$ cat src/rtl/ccd_frame_sequencer_pkg.sv
// Shared definitions for the CCD frame sequencer: state encoding, default timing
// constants and the idle/reset levels of every output.
package ccd_frame_sequencer_pkg;

    localparam logic [2:0] ST_IDLE   = 3'd0;
    localparam logic [2:0] ST_EXPOSE = 3'd1;
    localparam logic [2:0] ST_SG     = 3'd2;
    localparam logic [2:0] ST_VXFER  = 3'd3;
    localparam logic [2:0] ST_HREAD  = 3'd4;

    typedef enum logic [2:0] {
        S_IDLE   = ST_IDLE,
        S_EXPOSE = ST_EXPOSE,
        S_SG     = ST_SG,
        S_VXFER  = ST_VXFER,
        S_HREAD  = ST_HREAD
    } state_e;

    localparam int DEF_PIX_DIV       = 4;
    localparam int DEF_H_TOTAL       = 820;
    localparam int DEF_H_ACTIVE      = 648;
    localparam int DEF_H_CLAMP_START = 660;
    localparam int DEF_H_CLAMP_LEN   = 20;
    localparam int DEF_V_LINES       = 494;
    localparam int DEF_VXFER_LEN     = 120;
    localparam int DEF_SG_LEN        = 240;

    // Transfer gate opens after an 8-cycle settle; HD frames the first 8 pixels.
    localparam int SG_GATE_START = 8;
    localparam int HD_PIXELS     = 8;

    localparam logic IDLE_NXV1  = 1'b1;
    localparam logic IDLE_NXV2  = 1'b0;
    localparam logic IDLE_NXSG2 = 1'b1;
    localparam logic IDLE_VD    = 1'b1;
    localparam logic IDLE_HD    = 1'b1;
    localparam logic IDLE_CLPOB = 1'b1;
    localparam logic IDLE_PBLK  = 1'b0;
    localparam logic IDLE_VSYNC = 1'b0;
    localparam logic IDLE_HSYNC = 1'b0;

endpackage

$ cat src/rtl/ccd_hline_gen.sv
// Pixel divider and pixel counter for one readout line, with registered HD,
// HSYNC and CLPOB decode aligned to the first cycle of the line.
module ccd_hline_gen
    import ccd_frame_sequencer_pkg::*;
#(
    parameter int PIX_DIV       = DEF_PIX_DIV,
    parameter int H_TOTAL       = DEF_H_TOTAL,
    parameter int H_ACTIVE      = DEF_H_ACTIVE,
    parameter int H_CLAMP_START = DEF_H_CLAMP_START,
    parameter int H_CLAMP_LEN   = DEF_H_CLAMP_LEN
) (
    input  logic clk_i,
    input  logic rst_ni,
    input  logic run_i,
    input  logic first_i,
    output logic line_end_o,
    output logic hd_o,
    output logic hsync_o,
    output logic clpob_o
);

    localparam int DIV_W = $clog2(PIX_DIV + 1);
    localparam int PIX_W = $clog2(H_TOTAL + 1);

    logic             run_q;
    logic [DIV_W-1:0] div_q, div_d;
    logic [PIX_W-1:0] pix_q, pix_d;
    logic             hd_q, hsync_q, clpob_q;

    // run_i/first_i describe the coming cycle, so the decode below uses the
    // next pixel position and the strobes land on the same cycle as the state.
    always_comb begin
        div_d = '0;
        pix_d = '0;
        if (run_i && !first_i) begin
            if (div_q == DIV_W'(PIX_DIV - 1)) begin
                div_d = '0;
                pix_d = (pix_q == PIX_W'(H_TOTAL - 1)) ? '0 : pix_q + 1'b1;
            end else begin
                div_d = div_q + 1'b1;
                pix_d = pix_q;
            end
        end
    end

    always_ff @(posedge clk_i or negedge rst_ni) begin
        if (!rst_ni) begin
            run_q   <= 1'b0;
            div_q   <= '0;
            pix_q   <= '0;
            hd_q    <= IDLE_HD;
            hsync_q <= IDLE_HSYNC;
            clpob_q <= IDLE_CLPOB;
        end else begin
            run_q <= run_i;
            div_q <= div_d;
            pix_q <= pix_d;
            if (run_i) begin
                hd_q    <= !(pix_d < PIX_W'(HD_PIXELS));
                hsync_q <= (pix_d < PIX_W'(H_ACTIVE));
                clpob_q <= !((pix_d >= PIX_W'(H_CLAMP_START)) &&
                             (pix_d < PIX_W'(H_CLAMP_START + H_CLAMP_LEN)));
            end else begin
                hd_q    <= IDLE_HD;
                hsync_q <= IDLE_HSYNC;
                clpob_q <= IDLE_CLPOB;
            end
        end
    end

    assign line_end_o = run_q && (div_q == DIV_W'(PIX_DIV - 1)) &&
                        (pix_q == PIX_W'(H_TOTAL - 1));
    assign hd_o       = hd_q;
    assign hsync_o    = hsync_q;
    assign clpob_o    = clpob_q;

endmodule

$ cat src/rtl/ccd_frame_sequencer.sv
// Frame-level CCD readout sequencer: exposure, transfer gate, then alternating
// vertical shift and horizontal readout for every line. All outputs registered.
module ccd_frame_sequencer
    import ccd_frame_sequencer_pkg::*;
#(
    parameter int PIX_DIV       = DEF_PIX_DIV,
    parameter int H_TOTAL       = DEF_H_TOTAL,
    parameter int H_ACTIVE      = DEF_H_ACTIVE,
    parameter int H_CLAMP_START = DEF_H_CLAMP_START,
    parameter int H_CLAMP_LEN   = DEF_H_CLAMP_LEN,
    parameter int V_LINES       = DEF_V_LINES,
    parameter int VXFER_LEN     = DEF_VXFER_LEN,
    parameter int SG_LEN        = DEF_SG_LEN
) (
    input  logic        CLK_60M,
    input  logic        CPU_RST,
    input  logic        start,
    input  logic [15:0] exp_lines,
    input  logic        abort,
    output logic        busy,
    output logic        frame_done,
    output logic        CCD_nXV1,
    output logic        CCD_nXV2,
    output logic        CCD_nXSG2,
    output logic        AFE_VD,
    output logic        AFE_HD,
    output logic        AFE_CLPOB,
    output logic        AFE_PBLK,
    output logic        CPU_VSYNC,
    output logic        CPU_HSYNC,
    output logic [2:0]  dbg_state_o
);

    localparam int LINE_CYC = H_TOTAL * PIX_DIV;
    localparam int EXP_W    = 16 + $clog2(LINE_CYC);
    localparam int SG_W     = $clog2(SG_LEN + 16 + 1);
    localparam int VX_W     = $clog2(VXFER_LEN + 1);
    localparam int LN_W     = $clog2(V_LINES + 1);
    localparam int QTR      = VXFER_LEN / 4;

    state_e           state_q, state_d;
    logic [EXP_W-1:0] exp_cnt_q, exp_cnt_d;
    logic [SG_W-1:0]  sg_cnt_q, sg_cnt_d;
    logic [VX_W-1:0]  vx_cnt_q, vx_cnt_d;
    logic [LN_W-1:0]  line_cnt_q, line_cnt_d;
    logic             done_d;
    logic             hl_run, hl_first, line_end;

    logic busy_q, done_q, nxv1_q, nxv2_q, nxsg2_q, vd_q, pblk_q, vsync_q;

    // abort overrides everything, including a start seen in IDLE.
    always_comb begin
        state_d    = state_q;
        exp_cnt_d  = exp_cnt_q;
        sg_cnt_d   = sg_cnt_q;
        vx_cnt_d   = vx_cnt_q;
        line_cnt_d = line_cnt_q;
        done_d     = 1'b0;
        hl_first   = 1'b0;
        if (abort) begin
            state_d = S_IDLE;
        end else begin
            case (state_q)
                S_IDLE: begin
                    if (start) begin
                        if (exp_lines == 16'd0) begin
                            state_d  = S_SG;
                            sg_cnt_d = '0;
                        end else begin
                            state_d   = S_EXPOSE;
                            exp_cnt_d = EXP_W'(exp_lines) * EXP_W'(LINE_CYC) - 1'b1;
                        end
                    end
                end
                S_EXPOSE: begin
                    if (exp_cnt_q == '0) begin
                        state_d  = S_SG;
                        sg_cnt_d = '0;
                    end else begin
                        exp_cnt_d = exp_cnt_q - 1'b1;
                    end
                end
                S_SG: begin
                    if (sg_cnt_q == SG_W'(SG_LEN + 15)) begin
                        state_d    = S_VXFER;
                        vx_cnt_d   = '0;
                        line_cnt_d = '0;
                    end else begin
                        sg_cnt_d = sg_cnt_q + 1'b1;
                    end
                end
                S_VXFER: begin
                    if (vx_cnt_q == VX_W'(VXFER_LEN - 1)) begin
                        state_d  = S_HREAD;
                        hl_first = 1'b1;
                    end else begin
                        vx_cnt_d = vx_cnt_q + 1'b1;
                    end
                end
                S_HREAD: begin
                    if (line_end) begin
                        line_cnt_d = line_cnt_q + 1'b1;
                        if (line_cnt_q == LN_W'(V_LINES - 1)) begin
                            state_d = S_IDLE;
                            done_d  = 1'b1;
                        end else begin
                            state_d  = S_VXFER;
                            vx_cnt_d = '0;
                        end
                    end
                end
                default: state_d = S_IDLE;
            endcase
        end
    end

    assign hl_run = (state_d == S_HREAD);

    // Outputs decode the next state and counters so they line up with the
    // first cycle of each state.
    always_ff @(posedge CLK_60M or negedge CPU_RST) begin
        if (!CPU_RST) begin
            state_q    <= S_IDLE;
            exp_cnt_q  <= '0;
            sg_cnt_q   <= '0;
            vx_cnt_q   <= '0;
            line_cnt_q <= '0;
            busy_q     <= 1'b0;
            done_q     <= 1'b0;
            nxv1_q     <= IDLE_NXV1;
            nxv2_q     <= IDLE_NXV2;
            nxsg2_q    <= IDLE_NXSG2;
            vd_q       <= IDLE_VD;
            pblk_q     <= IDLE_PBLK;
            vsync_q    <= IDLE_VSYNC;
        end else begin
            state_q    <= state_d;
            exp_cnt_q  <= exp_cnt_d;
            sg_cnt_q   <= sg_cnt_d;
            vx_cnt_q   <= vx_cnt_d;
            line_cnt_q <= line_cnt_d;
            busy_q     <= (state_d != S_IDLE);
            done_q     <= done_d;
            nxsg2_q    <= !((state_d == S_SG) &&
                            (sg_cnt_d >= SG_W'(SG_GATE_START)) &&
                            (sg_cnt_d <= SG_W'(SG_LEN + 7)));
            vd_q       <= !((state_d == S_SG) && (sg_cnt_d < SG_W'(PIX_DIV)));
            if (state_d == S_VXFER) begin
                nxv1_q <= (vx_cnt_d >= VX_W'(2 * QTR));
                nxv2_q <= (vx_cnt_d >= VX_W'(QTR)) && (vx_cnt_d < VX_W'(3 * QTR));
            end else begin
                nxv1_q <= IDLE_NXV1;
                nxv2_q <= IDLE_NXV2;
            end
            pblk_q     <= (state_d == S_HREAD);
            vsync_q    <= (state_d == S_VXFER) || (state_d == S_HREAD);
        end
    end

    ccd_hline_gen #(
        .PIX_DIV       (PIX_DIV),
        .H_TOTAL       (H_TOTAL),
        .H_ACTIVE      (H_ACTIVE),
        .H_CLAMP_START (H_CLAMP_START),
        .H_CLAMP_LEN   (H_CLAMP_LEN)
    ) u_hline (
        .clk_i      (CLK_60M),
        .rst_ni     (CPU_RST),
        .run_i      (hl_run),
        .first_i    (hl_first),
        .line_end_o (line_end),
        .hd_o       (AFE_HD),
        .hsync_o    (CPU_HSYNC),
        .clpob_o    (AFE_CLPOB)
    );

    assign busy        = busy_q;
    assign frame_done  = done_q;
    assign CCD_nXV1    = nxv1_q;
    assign CCD_nXV2    = nxv2_q;
    assign CCD_nXSG2   = nxsg2_q;
    assign AFE_VD      = vd_q;
    assign AFE_PBLK    = pblk_q;
    assign CPU_VSYNC   = vsync_q;
    assign dbg_state_o = state_q;

endmodule

$ cat config.mk
export PLATFORM = sky130hd
export DESIGN_NAME = ccd_frame_sequencer
export DESIGN_NICKNAME = d
export VERILOG_FILES = /design/src/rtl/ccd_frame_sequencer_pkg.sv /design/src/rtl/ccd_hline_gen.sv /design/src/rtl/ccd_frame_sequencer.sv
export SDC_FILE = /design/constraint.sdc
export NUM_CORES = 1
export LEC_CHECK = 0
export ABC_AREA = 1
export BUFFER_PORTS_ARGS = -buffer_cell sky130_fd_sc_hd__buf_2
export CAP_MARGIN = 25
export CORE_MARGIN = 1
export CORE_UTILIZATION = 40
export CTS_CLUSTER_DIAMETER = 200
export DETAILED_ROUTE_END_ITERATION = 8
export GPL_TIMING_DRIVEN = 0
export SYNTH_ARGS = -nofsm -noshare
export SYNTH_HDL_FRONTEND = slang
export SYNTH_HIERARCHICAL = 1
export SYNTH_SLANG_ARGS = --single-unit
export TNS_END_PERCENT = 5
$ cat constraint.sdc
create_clock -name CLK_60M -period 5.2 [get_ports CLK_60M]
set_clock_uncertainty 0.1 [all_clocks]
set_input_delay 0.52 -clock CLK_60M [delete_from_list [all_inputs] [get_ports CLK_60M]]
set_output_delay 0.52 -clock CLK_60M [all_outputs]
set_load 0.02 [all_outputs]
==> qor.csv, run 1 <==
metric,value,unit
Final ANT Viol Nets,0,
Crit-path slowest cell,fa_1,
setup total negative slack,0,ns
"commonest non-fill, non-tap cell in the layout",nand2_1,
Die H,151,um
H-Tree Depth,3,
status,completed,
final worst path period share,0.889,
"Setup violations, final",0,
hpwl dp,16800,um
CTS Buf Count,9,
f_max,0.216,GHz
unrepaired setup endpoints after global routing,no,
antenna violations before repair,0,
critical-path cell list,"buf_2, inv_1, ha_1, inv_1, fa_1, inv_1, fa_1, inv_1, fa_1, inv_1, ha_1, nand2_1, inv_1, a21oi_1, nand3_1, nand2_1, nand2_1, nor2_1, inv_2, nor2_2, nand3_1, nand2_1, nand3_1, a21oi_2",
largest net degree at the start of global routing,70,
syn nets,1390,
DRC viols,0,
DR vias,7902,
#FFs+latches synth,81,
Worst slew margin,0.606,
vias in the first global route,7471,
share of cells above drive strength 1,0.135,
crit path time final,4.62,ns
"EDFF count, synth",0,
CTS tree,yes,
Synth top area share,0.214,
"Slew Viols, Final",0,
VDD IR max,0.171,mV
routed len/inst,13.2,um
Synth area leaders,"dfrtp_1, ha_1, nand2_1",
initial core utilization,0.407,
Skew-Pair Late Insertion Delay,0.34,ns
Post-Syn Instances,1248,
post-synthesis async set-or-reset flop share,1.00,
HP Class,flip-flop to flip-flop,
"area leader, netlist",dfrtp_1,
I/O Pins,34,
mapped cell area,8890,um^2
Static Leakage,5.11,nW
clk sinks,81,
post-CTS resize count,0,
Avg Vias per Cell,5.00,
cell family with most CP delay,adder cells,
"Seq/Total Area, Yosys",0.229,
total power,3.89,mW
Syn-to-layout area delta,9.80,%
Final nets,1436,
first-pass GRT wire length,36000,um
CP endpoint kind,flip-flop,
core area,21800,um^2
"Remaining Overflow, GRT",0,
Cell Pwr Density,398,nW/um^2
most frequent cells in the layout,"nand2_1, inv_1, nor2_1, ha_1, dfrtp_1",
Crit path top cell by count,inv_1,
antenna cells,0,
crit path DAT,4.80,ns
synthesized area per cell,7.12,um^2
die width,151,um
CP Max Fanout,5,
WL final,20800,um
GPL Wtd Cong,0.872,
GR Util All Layers,0.197,
Yosys cell types,59,
"slowest stage delay, CP",0.54,ns
first-pass iteration count of the detailed router,5,
1st-iter DRT viols,418,
nature of the critical path startpoint,primary input,
Worst Max-Slew Pin Slew,0.591,ns
Final Hold Vio Count,0,
clock root buffer,clkbuf_16,
Worst Path Required,5.38,ns
kind of critical path,primary input to flip-flop,
die area,22800,um^2
Synth Warn #,6,
CP bufs+invs,8,
Rows,54,
number of max-cap violations,0,
IO buf count,33,
clock slew at reported path FFs,0.07,ns
Most used DFF post-synth,dfrtp_1,
Clock Path Buffers,2,
==> worst paths after layout <==
kind,from,to,slack [ns],depth (start not counted)
max reg2reg,u_hline/pix_q[1],u_hline/hsync_o,2.28,17
max in group asynchronous,CPU_RST,AFE_VD,3.87,3
min in group asynchronous,CPU_RST,u_hline/pix_q[3],0.47,2
min reg2reg,u_hline/div_q[0],u_hline/div_q[0],0.35,1
min,u_hline/div_q[0],u_hline/div_q[0],0.35,1
max,exp_lines[11],exp_cnt_q[23],0.58,24
==> state kept, by name (all words and copies together), names as in the netlist, 3 cells and up <==
| name | flops |
|---|---|
| u_hline/div_q | 3 |
| line_cnt_q | 9 |
| exp_cnt_q | 28 |
| vx_cnt_q | 7 |
| sg_cnt_q | 9 |
| dbg_state_o | 3 |
| u_hline/pix_q | 10 |
==> repair_timing <==
action                    in CTS  in global routing
hold buffers                   1                  0
setup buffers                  0                  0
hold endpoints to repair      11                  0
==> cell families (layout without fill, tap and decap cells) <==
kind of cell               Yosys count  count (layout)  synth area share
AOI/OAI and AO/OA                  158             158             0.105
xor gates and xnor gates            28              28            0.0276
adders and majority gates          122             122             0.198
buffers and inverters              253             304             0.108
DFF                                 81              81             0.229
and+or+nand+nor                    606             606             0.333
==> report_power, final <==
part           leakage [nW]  switching [mW]  total (mW)  internal, mW
Sequential             1.01          0.0964       0.817         0.720
Clock                 0.159           0.263       0.675         0.412
Combinational          3.94            1.59        2.40         0.811
==> cell type report <==
class | count | area [um^2]
fill | 2223 | 12100
multi-input combinational | 914 | 5900
sequential | 81 | 2030
inverter | 243 | 915
tap | 280 | 350
clock buffer | 12 | 267
timing repair buffer | 35 | 205
clock inverter | 4 | 48.8
buffer | 10 | 46.3
==> cells in the mapped netlist (6+ instances only) <==
master	count
nand4_1	32
inv_1	225
nand2_1	267
dfrtp_1	76
nor2_1	105
a21oi_1	53
xnor2_1	8
inv_2	16
xor2_1	20
nor2_2	23
fa_1	31
nor3_1	21
nand3b_1	10
o21ai_1	7
nand3_2	7
nand2_2	29
ha_1	91
a21oi_2	6
nand3_1	74
o21ai_0	52
nor2_4	10
==> metal layers <==
metal / GRT usage / vias up / part of all wire
met5: 0 / - / 0
met4: 0.0400 / 0 / 0.0086
met3: 0.0202 / 12 / 0.030
met2: 0.322 / 127 / 0.45
met1: 0.281 / 3660 / 0.51
li1: - / 4103 / -
==> through the flow <==
stage | instances | hold slack [ns] | setup slack, ns | instance area (um^2) | util
after floorplan | 1248 | 0.124 | 0.844 | 8890 | -
after CTS | 1579 | 0.346 | 0.588 | 9760 | 0.447
after global placement | 1561 | 0.330 | 0.242 | 9410 | 0.431
after detailed placement | 1562 | 0.290 | 0.235 | 9440 | 0.432
final | 1579 | 0.355 | 0.575 | 9760 | 0.447
after global routing | 1579 | 0.375 | 0.221 | 9760 | 0.447
Note: power is estimated with default switching activity, not from simulation.
==> inputs of run 2 (changes only) <==
Settings changed: CORE_ASPECT_RATIO set to 2.
==> run 2 against run 1 <==
Clock power up 12%. Maximum frequency down 1.3%. Final area up 0.32%. Global-route usage up 2.6 points. Register-to-register slack worse by 0.11 ns. Die area up 0.16%. Largest power group unchanged. Setup slack worse by 0.061 ns. Critical endpoint is now exp_cnt_q[26]. Combinational power about the same. Critical path depth up 1. Highest routed layer unchanged. Total power up 2.6%.
==> qor.csv, run 2 (synthesis gave the netlist of run 1 again) <==
metric,value,unit,change
"commonest non-fill, non-tap cell in the layout",nand2_1,,
Worst setup startpoint,exp_lines[10],,
Clk network pwr share,0.189,,+0.016
Static Leakage,5.12,nW,+0.27%
"Setup violations, final",0,,unchanged
unrepaired setup endpoints after global routing,no,,
HP Start,abort,,
kind of critical path,primary input to flip-flop,,
Syn-to-layout area delta,10.1,%,
Comb power frac,0.605,,-0.012
clk sinks,81,,unchanged
sw frac,0.492,,-0.00871
biggest regs,"exp_cnt_q x28, u_hline/pix_q x10",,
Cell Pwr Density,408,nW/um^2,+2.3%
fillcell total,2318,,+4.3%
GPL Wtd Cong,0.896,,+2.7%
post-CTS resize count,0,,unchanged
f_max,0.213,GHz,-1.3%
most frequent cells in the layout,"nand2_1, inv_1, nor2_1, ha_1, dfrtp_1",,
hpwl dp,19900,um,+18%
Reg2Reg Setup Slack,2.17,ns,-0.11 ns
VDD IR max,0.215,mV,+26%
die area,22900,um^2,+0.16%
DRC viols,0,,unchanged
Worst slew margin,0.580,,-0.0262
Worst Path Required,5.34,ns,-0.04 ns
routed len/inst,15.0,um,+13%
CTS tree,yes,,
crit path DAT,4.83,ns,+0.03 ns
status,completed,,
Worst R2R Start,u_hline/pix_q[1],,
Avg Vias per Cell,5.20,,+4.0%
Sequential Power Share,0.206,,-0.004
IO buf count,33,,unchanged
CP Max Fanout,5,,unchanged
first-pass iteration count of the detailed router,5,,unchanged
Internal Pwr Total,2.03,mW,+4.4%
"Slew Viols, Final",0,,unchanged
H-Tree Depth,3,,unchanged
"Remaining Overflow, GRT",0,,unchanged
clock slew at reported path FFs,0.06,ns,about the same
CTS Buf Count,9,,unchanged
vias in the first global route,8459,,+13%
post-CTS setup buffer count,0,,unchanged
Skew-Pair Late Insertion Delay,0.35,ns,about the same
core area,21700,um^2,-0.65%
share of cells above drive strength 1,0.134,,-0.000770
dpl ws,0.111,ns,-0.124 ns
Final nets,1436,,unchanged
die width,107,um,-29%
number of max-cap violations,0,,unchanged
crit path time final,4.69,ns,+0.0609 ns
I/O Pins,34,,unchanged
Clock Path Buffers,2,,unchanged
first-pass GRT wire length,39100,um,+8.7%
setup total negative slack,0,ns,unchanged
Die H,213,um,+41%
Final WS setup,0.514,ns,-0.0609 ns
DR vias,8180,,+3.5%
Worst Max-Slew Pin Slew,0.630,ns,+0.0394 ns
Post-CTS Hold Buffers,1,,unchanged
largest net degree at the start of global routing,63,,-10%
most flop-heavy register,exp_cnt_q,,
Final Hold Vio Count,0,,unchanged
clock root buffer,clkbuf_16,,
Final ANT Viol Nets,0,,unchanged
total net switching power,1.96,mW,+0.85%
GR Util All Layers,0.224,,+0.0263
antenna cells,0,,unchanged
WL final,23500,um,+13%
CP endpoint kind,flip-flop,,
final worst path period share,0.901,,+0.0117
initial core utilization,0.410,,+0.00268
HP Class,primary input to flip-flop,,
Rows,76,,+41%
1st-iter DRT viols,341,,-18%
Largest register FFs,28,,unchanged
antenna violations before repair,0,,unchanged
nature of the critical path startpoint,primary input,,
run 2: worst paths after layout:
check,end,cells after the start
setup / recovery,exp_cnt_q[26],25
hold / removal,dbg_state_o[1],2
setup reg to reg,u_hline/hsync_o,17
hold reg to reg,u_hline/div_q[0],1
max in group asynchronous,u_hline/hd_o,3
min in group asynchronous,line_cnt_q[2],2
run 2: worst max-delay path: stages:
cell and delay (ns):
buf_2 0.12, inv_1 0.05, ha_1 0.35, inv_1 0.08, fa_1 0.53, inv_1 0.05, fa_1 0.52, inv_1 0.05
fa_1 0.53, inv_1 0.04, ha_1 0.35, nand2_1 0.14, inv_1 0.05, a21oi_1 0.27, nand3_1 0.19, nand2_1 0.09
nand2_1 0.08, nor2_1 0.17, inv_2 0.08, nor2_1 0.20, nand3_1 0.10, nand2_1 0.06, nand3_1 0.07, nand2_1 0.06
nand2_1 0.04
run 2: area by class of cell:
| class | count | area, um^2 | share of cell area |
|---|---|---|---|
| Multi-Input combinational cell | 914 | 5900 | 0.602 |
| Sequential cell | 81 | 2030 | 0.208 |
| Inverter | 243 | 915 | 0.0934 |
| Tap cell | 273 | 342 | 0.0349 |
| Clock buffer | 12 | 256 | 0.0262 |
| Timing Repair Buffer | 35 | 205 | 0.0210 |
| Clock inverter | 4 | 98.8 | 0.0101 |
| Buffer | 10 | 46.3 | 0.00473 |
run 2: routing by layer:
metal  global-route usage  share of wire
met1                0.178           0.32
met3               0.0217          0.021
met5                    0              0
met4                0.154          0.065
met2                0.477           0.60
run 2: power groups by stage:
stage          clock, mW  combinational, mW  sequential (mW)
2_1_floorplan          0               1.91            0.800
3_3_place_gp           0               2.38            0.829
3_5_place_dp           0               2.41            0.830
4_1_cts            0.774               2.43            0.820
5_1_grt            0.799               2.81            0.833
6_report           0.754               2.42            0.822
run 2: metrics by stage:
stage / util / total power, mW / cell area, um^2 / std cells / hold slack [ns]
2_1_floorplan: - / 2.71 / 8890 / 1248 / 0.124
3_3_place_gp: 0.433 / 3.21 / 9400 / 1554 / 0.343
4_1_cts: 0.452 / 4.02 / 9790 / 1572 / 0.332
6_report: 0.452 / 3.99 / 9790 / 1572 / 0.351
3_5_place_dp: 0.435 / 3.24 / 9430 / 1555 / 0.328
5_1_grt: 0.452 / 4.44 / 9790 / 1572 / 0.348
